File: config.mk
export PLATFORM = sky130hd
export DESIGN_NAME = line_draw_scheduler_flat
export DESIGN_NICKNAME = d
export VERILOG_FILES = /design/src/rtl/line_draw_scheduler_if.sv /design/src/rtl/line_draw_scheduler.sv /design/src/flat_wrapper.sv
export SDC_FILE = /design/constraint.sdc
export NUM_CORES = 1
export LEC_CHECK = 0
export CORE_MARGIN = 3
export CORE_UTILIZATION = 35
export DETAILED_ROUTE_END_ITERATION = 10
export GPL_TIMING_DRIVEN = 0
export PLACE_DENSITY = 0.57
export SLEW_MARGIN = 0
export SYNTH_ARGS = -nofsm -noshare
export SYNTH_HDL_FRONTEND = slang
export SYNTH_HIERARCHICAL = 1
export SYNTH_SLANG_ARGS = --single-unit
File: constraint.sdc
create_clock -name clk -period 10.9 [get_ports clk]
set_input_delay 2.18 -clock clk [delete_from_list [all_inputs] [get_ports clk]]
set_output_delay 2.18 -clock clk [all_outputs]
set_load 0.01 [all_outputs]
File: src/rtl/line_draw_scheduler_if.sv
// rtl/line_draw_scheduler_if.sv - request/pixel bus between two line requesters and the scheduler
// Signals: req/x0/y0/x1/y1/color per requester A and B (in to scheduler),
//          ack/done pulses per requester, pixel stream x/y/pixel_color/pixel_we, busy, owner (out).
// Modports: master = requester/pixel-sink side, slave = scheduler side.

interface line_draw_scheduler_if;
    logic        req_a, req_b;
    logic [10:0] x0_a, y0_a, x1_a, y1_a;
    logic [10:0] x0_b, y0_b, x1_b, y1_b;
    logic        color_a, color_b;
    logic        ack_a, ack_b;
    logic        done_a, done_b;
    logic [10:0] x, y;
    logic        pixel_color;
    logic        pixel_we;
    logic        busy;
    logic        owner;

    modport master (
        output req_a, req_b, x0_a, y0_a, x1_a, y1_a, x0_b, y0_b, x1_b, y1_b, color_a, color_b,
        input  ack_a, ack_b, done_a, done_b, x, y, pixel_color, pixel_we, busy, owner
    );

    modport slave (
        input  req_a, req_b, x0_a, y0_a, x1_a, y1_a, x0_b, y0_b, x1_b, y1_b, color_a, color_b,
        output ack_a, ack_b, done_a, done_b, x, y, pixel_color, pixel_we, busy, owner
    );
endinterface

File: src/rtl/line_draw_scheduler.sv
// rtl/line_draw_scheduler.sv - round-robin two-requester line scheduler driving one Bresenham drawer
// line_drawer ports: clk, reset (loads start point), x0/y0/x1/y1 endpoints, step_i (advance one pixel),
//                    x_o/y_o current pixel.
// line_draw_scheduler ports: clk, reset (sync, active-high), bus (slave modport of line_draw_scheduler_if).

module line_drawer (
    input  logic        clk,
    input  logic        reset,
    input  logic [10:0] x0,
    input  logic [10:0] y0,
    input  logic [10:0] x1,
    input  logic [10:0] y1,
    input  logic        step_i,
    output logic [10:0] x_o,
    output logic [10:0] y_o
);
    logic [10:0]        adx, ady;
    logic signed [15:0] dx_s, dy_s, e2;
    logic signed [15:0] err_q, err_d;
    logic [10:0]        x_q, x_d, y_q, y_d;
    logic               step_x, step_y;

    assign adx  = (x1 >= x0) ? x1 - x0 : x0 - x1;
    assign ady  = (y1 >= y0) ? y1 - y0 : y0 - y1;
    assign dx_s = $signed({5'b0, adx});
    assign dy_s = -$signed({5'b0, ady});
    // Both axis decisions use the error from before this step (all-octant Bresenham).
    assign e2     = err_q <<< 1;
    assign step_x = (e2 >= dy_s);
    assign step_y = (e2 <= dx_s);

    always_comb begin
        x_d   = x_q;
        y_d   = y_q;
        err_d = err_q;
        if (step_i) begin
            if (step_x) x_d = (x1 >= x0) ? x_q + 11'd1 : x_q - 11'd1;
            if (step_y) y_d = (y1 >= y0) ? y_q + 11'd1 : y_q - 11'd1;
            err_d = err_q + (step_x ? dy_s : 16'sd0) + (step_y ? dx_s : 16'sd0);
        end
    end

    always_ff @(posedge clk) begin
        if (reset) begin
            x_q   <= x0;
            y_q   <= y0;
            err_q <= dx_s + dy_s;
        end else begin
            x_q   <= x_d;
            y_q   <= y_d;
            err_q <= err_d;
        end
    end

    assign x_o = x_q;
    assign y_o = y_q;
endmodule

module line_draw_scheduler (
    input  logic                 clk,
    input  logic                 reset,
    line_draw_scheduler_if.slave bus
);
    typedef enum logic [1:0] {IDLE, START, DRAW, DONE} state_t;

    state_t      state_q, state_d;
    logic        owner_q, owner_d;
    logic        last_q, last_d;      // requester served most recently (1 = B)
    logic        color_q, color_d;
    logic [10:0] x0_q, x0_d, y0_q, y0_d, x1_q, x1_d, y1_q, y1_d;
    logic        grant_b;
    logic        at_end;
    logic        drawer_reset;
    logic [10:0] drw_x, drw_y;

    // Lone request wins; on a tie the requester not served last wins.
    assign grant_b = (bus.req_a && bus.req_b) ? ~last_q : bus.req_b;
    assign at_end  = (drw_x == x1_q) && (drw_y == y1_q);

    always_comb begin
        state_d = state_q;
        owner_d = owner_q;
        last_d  = last_q;
        color_d = color_q;
        x0_d    = x0_q;
        y0_d    = y0_q;
        x1_d    = x1_q;
        y1_d    = y1_q;
        case (state_q)
            IDLE: begin
                if (bus.req_a || bus.req_b) begin
                    owner_d = grant_b;
                    color_d = grant_b ? bus.color_b : bus.color_a;
                    x0_d    = grant_b ? bus.x0_b : bus.x0_a;
                    y0_d    = grant_b ? bus.y0_b : bus.y0_a;
                    x1_d    = grant_b ? bus.x1_b : bus.x1_a;
                    y1_d    = grant_b ? bus.y1_b : bus.y1_a;
                    state_d = START;
                end
            end
            START: state_d = DRAW;
            DRAW: begin
                if (at_end) begin
                    state_d = DONE;
                    last_d  = owner_q;
                end
            end
            DONE:    state_d = IDLE;
            default: state_d = IDLE;
        endcase
    end

    always_ff @(posedge clk) begin
        if (reset) begin
            state_q <= IDLE;
            owner_q <= 1'b0;
            last_q  <= 1'b1;          // so that A wins the first tie
            color_q <= 1'b0;
            x0_q    <= '0;
            y0_q    <= '0;
            x1_q    <= '0;
            y1_q    <= '0;
        end else begin
            state_q <= state_d;
            owner_q <= owner_d;
            last_q  <= last_d;
            color_q <= color_d;
            x0_q    <= x0_d;
            y0_q    <= y0_d;
            x1_q    <= x1_d;
            y1_q    <= y1_d;
        end
    end

    // START loads the start point so the first DRAW cycle shows (x0, y0).
    assign drawer_reset = reset || (state_q == START);

    line_drawer u_drawer (
        .clk    (clk),
        .reset  (drawer_reset),
        .x0     (x0_q),
        .y0     (y0_q),
        .x1     (x1_q),
        .y1     (y1_q),
        .step_i (state_q == DRAW),
        .x_o    (drw_x),
        .y_o    (drw_y)
    );

    assign bus.ack_a       = (state_q == START) && !owner_q;
    assign bus.ack_b       = (state_q == START) &&  owner_q;
    assign bus.done_a      = (state_q == DONE)  && !owner_q;
    assign bus.done_b      = (state_q == DONE)  &&  owner_q;
    assign bus.pixel_we    = (state_q == DRAW);
    assign bus.x           = bus.pixel_we ? drw_x : 11'd0;
    assign bus.y           = bus.pixel_we ? drw_y : 11'd0;
    assign bus.pixel_color = bus.pixel_we && color_q;
    assign bus.busy        = (state_q != IDLE);
    assign bus.owner       = owner_q;
endmodule

File: src/flat_wrapper.sv
// flat-port wrapper written by rule: the top's interface ports become plain ports
module line_draw_scheduler_flat 
  (clk, reset, bus_req_a, bus_req_b, bus_x0_a, bus_y0_a, bus_x1_a, bus_y1_a, bus_x0_b, bus_y0_b, bus_x1_b, bus_y1_b, bus_color_a, bus_color_b, bus_ack_a, bus_ack_b, bus_done_a, bus_done_b, bus_x, bus_y, bus_pixel_color, bus_pixel_we, bus_busy, bus_owner);
  line_draw_scheduler_if bus_i ();
  input  logic clk;
  input  logic reset;
  input wire logic [$bits(bus_i.req_a)-1:0] bus_req_a;
  input wire logic [$bits(bus_i.req_b)-1:0] bus_req_b;
  input wire logic [$bits(bus_i.x0_a)-1:0] bus_x0_a;
  input wire logic [$bits(bus_i.y0_a)-1:0] bus_y0_a;
  input wire logic [$bits(bus_i.x1_a)-1:0] bus_x1_a;
  input wire logic [$bits(bus_i.y1_a)-1:0] bus_y1_a;
  input wire logic [$bits(bus_i.x0_b)-1:0] bus_x0_b;
  input wire logic [$bits(bus_i.y0_b)-1:0] bus_y0_b;
  input wire logic [$bits(bus_i.x1_b)-1:0] bus_x1_b;
  input wire logic [$bits(bus_i.y1_b)-1:0] bus_y1_b;
  input wire logic [$bits(bus_i.color_a)-1:0] bus_color_a;
  input wire logic [$bits(bus_i.color_b)-1:0] bus_color_b;
  output wire logic [$bits(bus_i.ack_a)-1:0] bus_ack_a;
  output wire logic [$bits(bus_i.ack_b)-1:0] bus_ack_b;
  output wire logic [$bits(bus_i.done_a)-1:0] bus_done_a;
  output wire logic [$bits(bus_i.done_b)-1:0] bus_done_b;
  output wire logic [$bits(bus_i.x)-1:0] bus_x;
  output wire logic [$bits(bus_i.y)-1:0] bus_y;
  output wire logic [$bits(bus_i.pixel_color)-1:0] bus_pixel_color;
  output wire logic [$bits(bus_i.pixel_we)-1:0] bus_pixel_we;
  output wire logic [$bits(bus_i.busy)-1:0] bus_busy;
  output wire logic [$bits(bus_i.owner)-1:0] bus_owner;
  assign bus_i.req_a = bus_req_a;
  assign bus_i.req_b = bus_req_b;
  assign bus_i.x0_a = bus_x0_a;
  assign bus_i.y0_a = bus_y0_a;
  assign bus_i.x1_a = bus_x1_a;
  assign bus_i.y1_a = bus_y1_a;
  assign bus_i.x0_b = bus_x0_b;
  assign bus_i.y0_b = bus_y0_b;
  assign bus_i.x1_b = bus_x1_b;
  assign bus_i.y1_b = bus_y1_b;
  assign bus_i.color_a = bus_color_a;
  assign bus_i.color_b = bus_color_b;
  assign bus_ack_a = bus_i.ack_a;
  assign bus_ack_b = bus_i.ack_b;
  assign bus_done_a = bus_i.done_a;
  assign bus_done_b = bus_i.done_b;
  assign bus_x = bus_i.x;
  assign bus_y = bus_i.y;
  assign bus_pixel_color = bus_i.pixel_color;
  assign bus_pixel_we = bus_i.pixel_we;
  assign bus_busy = bus_i.busy;
  assign bus_owner = bus_i.owner;
  line_draw_scheduler u_core (.clk(clk), .reset(reset), .bus(bus_i));
endmodule
==> reports/metrics.sh <==
HP_START='u_core/color_q'
TIMING.CRITICAL_PATH.ARRIVAL_NS=10.16
CP_TOP_FAMILY='compound AO/OA/AOI/OAI gates'
LAYOUT_COMMONEST_CELL='sky130_fd_sc_hd__clkdlybuf4s50_1'
TIMING.REG2REG.WORST_PATH_DEPTH=38
CLK_PIN_SLEW_NS=0.07
START_UTIL_PCT=35.87
POST_CTS_RESIZE_COUNT=0
WL_PER_CELL_UM=17.68
ANTENNA_VIOLATIONS_BEFORE_REPAIR=0
SKEW_NS=0.01289
WORST-SLEW-PIN-TRANSITION_NS=1.017
FIRST_GLOBAL_VIAS=8337
NUMBER_OF_VIOLATIONS_REPORTED_AT_THE_END_OF_DETAILED_ROUTING_ITERATION_0=461
ROUTE.DETAILED.VIAS_PER_INST=5.246
FMAXACHIEVABLE_GHz=0.1005
FINAL_MAX_SLEW_VIOL_COUNT=0
FRACTION_OF_THE_MAPPED_NETLIST_AREA_IN_COMPOUND_GATES_PCT=20.61
CHIPWIDTH_UM=170.1
WHS_ENDPOINT='u_core/color_q'
TIMING.FINAL.CRIT_SHARE_PCT=91.27
HOLDPATHSTAGES=2
DETAIL_ROUTE.FIRST_PASS.ITERATIONS=5
POST-CTS-SETUP-BUFFERS=0
HOLD_CLASS='flop to flop'
SYNTH_NETS=1343
SYNTHMUXAREASHARE_PCT=6.503
R2R_START='u_core/y0_q[4]'
SYNTH_TOP_AREA_CELL='sky130_fd_sc_hd__ha_1'
WORST_SLEW_MARGIN_REL_PCT=32.02
SETUP.WORST_PATH.END_CLASS='flop'
FINALWEIGHTEDCONGESTION=0.8699
CRITICAL-PATH-SLOWEST-CELL='sky130_fd_sc_hd__o41ai_1'
FIN_CELLS=1593
PIN_COUNT_OF_THE_BIGGEST_NET_ENTERING_GLOBAL_ROUTING=17
CTS_NUM_SINKS=86
WORST_PATH_LARGEST_CELL_DELAY_NS=0.58
ROWS=59
CRIT_TYPE='flop to flop'
STATUS='finished clean'
WORSTREG2REGEND='u_core/u_drawer/err_q[14]'
POSTSYNTHAREAPERCELL_UM2=8.433
FINAL_NETS=1478
YS_ASYNC_SR_FRACTION_PCT=0
FLOW.AREA_GROWTH_FROM_SYNTHESIS_PCT=20.60
ANTENNA_VIOLATING_NETS_POST_ROUTE=0
DOMINANTREGCELLSYNTH='sky130_fd_sc_hd__dfxtp_1'
DIE_Y_UM=170.1
VIA_COUNT=8357
BUFS_AND_INVS_ON_WORST_PATH=5
CRIT_PATH_MAX_FANOUT=16
CORE_REGION_AREA_MM2=0.02628
ANTENNA_CELLS_INSERTED=0
RSZ0062_AT_GRT='no'
STARTPOINT_TYPE_OF_THE_WORST_SETUP_PATH='flop'
CTS-BUFFERS-INSERTED=9
IO_BUFFER_COUNT=122
MOSTFREQUENTLAYOUTCELLS='sky130_fd_sc_hd__clkdlybuf4s50_1 (122), sky130_fd_sc_hd__nor2_1 (113), sky130_fd_sc_hd__ha_1 (112)'
CLOCKBUFFERDEPTH=2
FLOORPLAN_DIE_AREA_MM2=0.02894
SYNTH_XOR_XNOR_AREA_SHARE_PCT=8.494
GRT-OVFL-TOTAL=0
FINALSETUPVIOLCOUNT=0
FINAL_LAYOUT_SIZE_SUFFIX_GT1_SHARE_PCT=4.928
CRIT_TOP_CELL='sky130_fd_sc_hd__ha_1'
SYNTH-SIMPLE-AREA-SHARE_PCT=16.44
DP_HPWL_UM=23100
WORST-ENDPOINT-REQUIRED_NS=11.11
POST-SYNTH-TOP-AREA-FRACTION_PCT=14.86
YS_SEQ_ELEMENTS=86
SETUP_TOTAL_NEGATIVE_SLACK_NS=0
SYNTH_SEQ_AREA_SHARE_PCT=22.19
FINAL_HOLD_VIOL_COUNT=0
FF2FF_SETUP_SLACK_NS=0.95
SYNTHESIS.AREA_MM2=0.009428
CTS-HOLD-FIX-BUFFERS=0
GRT.TOTAL_USAGE_PCT=19.37
CLOCK_LATENCY_LATE_SINK_NS=0.35
MAXCAPVIOLCOUNT=0
SYNTH_TOP_FAMILY_BY_AREA='compound AO/OA/AOI/OAI gates'
TRITONCTS_CLOCK_TREE='yes'
GRT_PASS1_WL_UM=44290
PATH_DEPTH=38
YOSYS.AREA_SHARE.ADDER_PCT=19.44
IO_PINS=124
CLOCK_TREE.ROOT_CELL='sky130_fd_sc_hd__clkbuf_16'
POST_SYNTH_NUM_CELL_TYPES=73
YOSYS_WARNINGS=6
CTS_MAX_LEVEL=3
FINALWIRELENGTH_UM=28170
POST-PLACE-CELLS=1577
DRT_DRC_VIOLATIONS_LEFT=0
SYNTHESIS.INSTANCES=1118
FINAL_PERIOD_MINUS_WORST_SETUP_SLACK_NS=9.949
SYNTH_TOP_CELLS_BY_AREA='sky130_fd_sc_hd__ha_1 (15%), sky130_fd_sc_hd__edfxtp_1 (12%), sky130_fd_sc_hd__dfxtp_1 (10%)'
COUNT_OF_FLIP_FLOPS_WITH_A_BUILT_IN_ENABLE_AFTER_SYNTHESIS=37
==> worst min-delay path, stage by stage, from the launching register on <==
cell and delay [ns]:
sky130_fd_sc_hd__dfxtp_1 0.31, sky130_fd_sc_hd__nor2_1 0.09, sky130_fd_sc_hd__a211oi_1 0.05
==> kinds of logic (layout without fill, tap and decap cells) <==
kind of cell,count (synthesis),after routing
muxes,61,61
DFF,86,86
AOI/OAI and AO/OA,288,288
xor gates and xnor gates,86,86
buffers and inverters,149,289
and+or+nand+nor,312,312
adders and majority gates,136,136
==> worst max path at each step <==
stage / to / slack [ns] / startpoint
final: u_core/u_drawer/err_q[14] / 0.95 / u_core/y0_q[4]
after global routing: u_core/u_drawer/err_q[14] / 0.11 / u_core/y0_q[4]
after CTS: u_core/u_drawer/err_q[14] / 0.70 / u_core/y0_q[4]
after detailed placement: u_core/u_drawer/err_q[14] / 0.78 / u_core/y0_q[4]
after global placement: u_core/u_drawer/err_q[14] / 0.85 / u_core/y0_q[4]
after floorplan: u_core/u_drawer/err_q[14] / 2.86 / u_core/y0_q[4]
==> final cells by class <==
cell class | count | area (um2)
fill | 2710 | 14910
multi-input combinational | 883 | 6744
sequential | 86 | 2092
timing repair buffer | 124 | 1236
tap | 335 | 419.2
inverter | 111 | 416.7
clock buffer | 10 | 229.0
buffer | 38 | 178.9
clock inverter | 6 | 53.80
==> flip-flops by register name, indices dropped and copies added (netlist names) <==
| signal | count |
|---|---|
| u_core/last_q | 1 |
| u_core/x0_q | 11 |
| u_core/u_drawer/x_o | 11 |
| u_core/u_drawer/y_o | 11 |
| u_core/bus.owner | 1 |
| u_core/u_drawer/err_q | 15 |
| u_core/y1_q | 11 |
| u_core/x1_q | 11 |
| u_core/color_q | 1 |
| u_core/state_q | 2 |
| u_core/y0_q | 11 |
==> cell usage after synthesis (all sizes together) (7+ instances only) <==
| cell type | n |
|---|---|
| or2 | 8 |
| o31ai | 8 |
| nor3 | 15 |
| edfxtp | 37 |
| dfxtp | 49 |
| mux2i | 59 |
| o21a | 8 |
| buf | 16 |
| xor2 | 40 |
| nor2b | 16 |
| nand2 | 64 |
| xnor2 | 44 |
| nor4 | 10 |
| a211oi | 63 |
| inv | 111 |
| clkbuf | 22 |
| a221o | 7 |
| fa | 19 |
| a21o | 16 |
| nand4 | 8 |
| a21boi | 13 |
| nand2b | 15 |
| nor2 | 113 |
| nor3b | 8 |
| nand3 | 7 |
| o21ai | 74 |
| ha | 112 |
| a21oi | 58 |
| and2 | 30 |
==> per-layer routing <==
| metal | vias up | routed length [um] | track usage [%] |
|---|---|---|---|
| met3 | 31 | 1485 | 3.322 |
| met4 | 0 | 456 | 4.268 |
| met5 | - | 0 | 0 |
| met2 | 218 | 13190 | 33.10 |
| li1 | 4222 | - | - |
| met1 | 3886 | 13040 | 25.68 |
==> through the flow <==
| step | instance area, um2 | utilization, % | hold slack, ns | worst slack, ns |
|---|---|---|---|---|
| finish | 11370 | 43.26 | 0.4993 | 0.9511 |
| global route | 11370 | 43.26 | 0.5243 | 0.1107 |
| CTS | 11370 | 43.25 | 0.5029 | 0.6990 |
| detailed placement | 11080 | 42.17 | 0.4934 | 0.7840 |
| global placement | 11070 | 42.12 | 0.4848 | 0.8460 |
| floorplan | 9428 | - | 0.4685 | 2.856 |
Power is not shown: default switching activity piles up to over one toggle a cycle in this logic, so the estimate is an artifact.
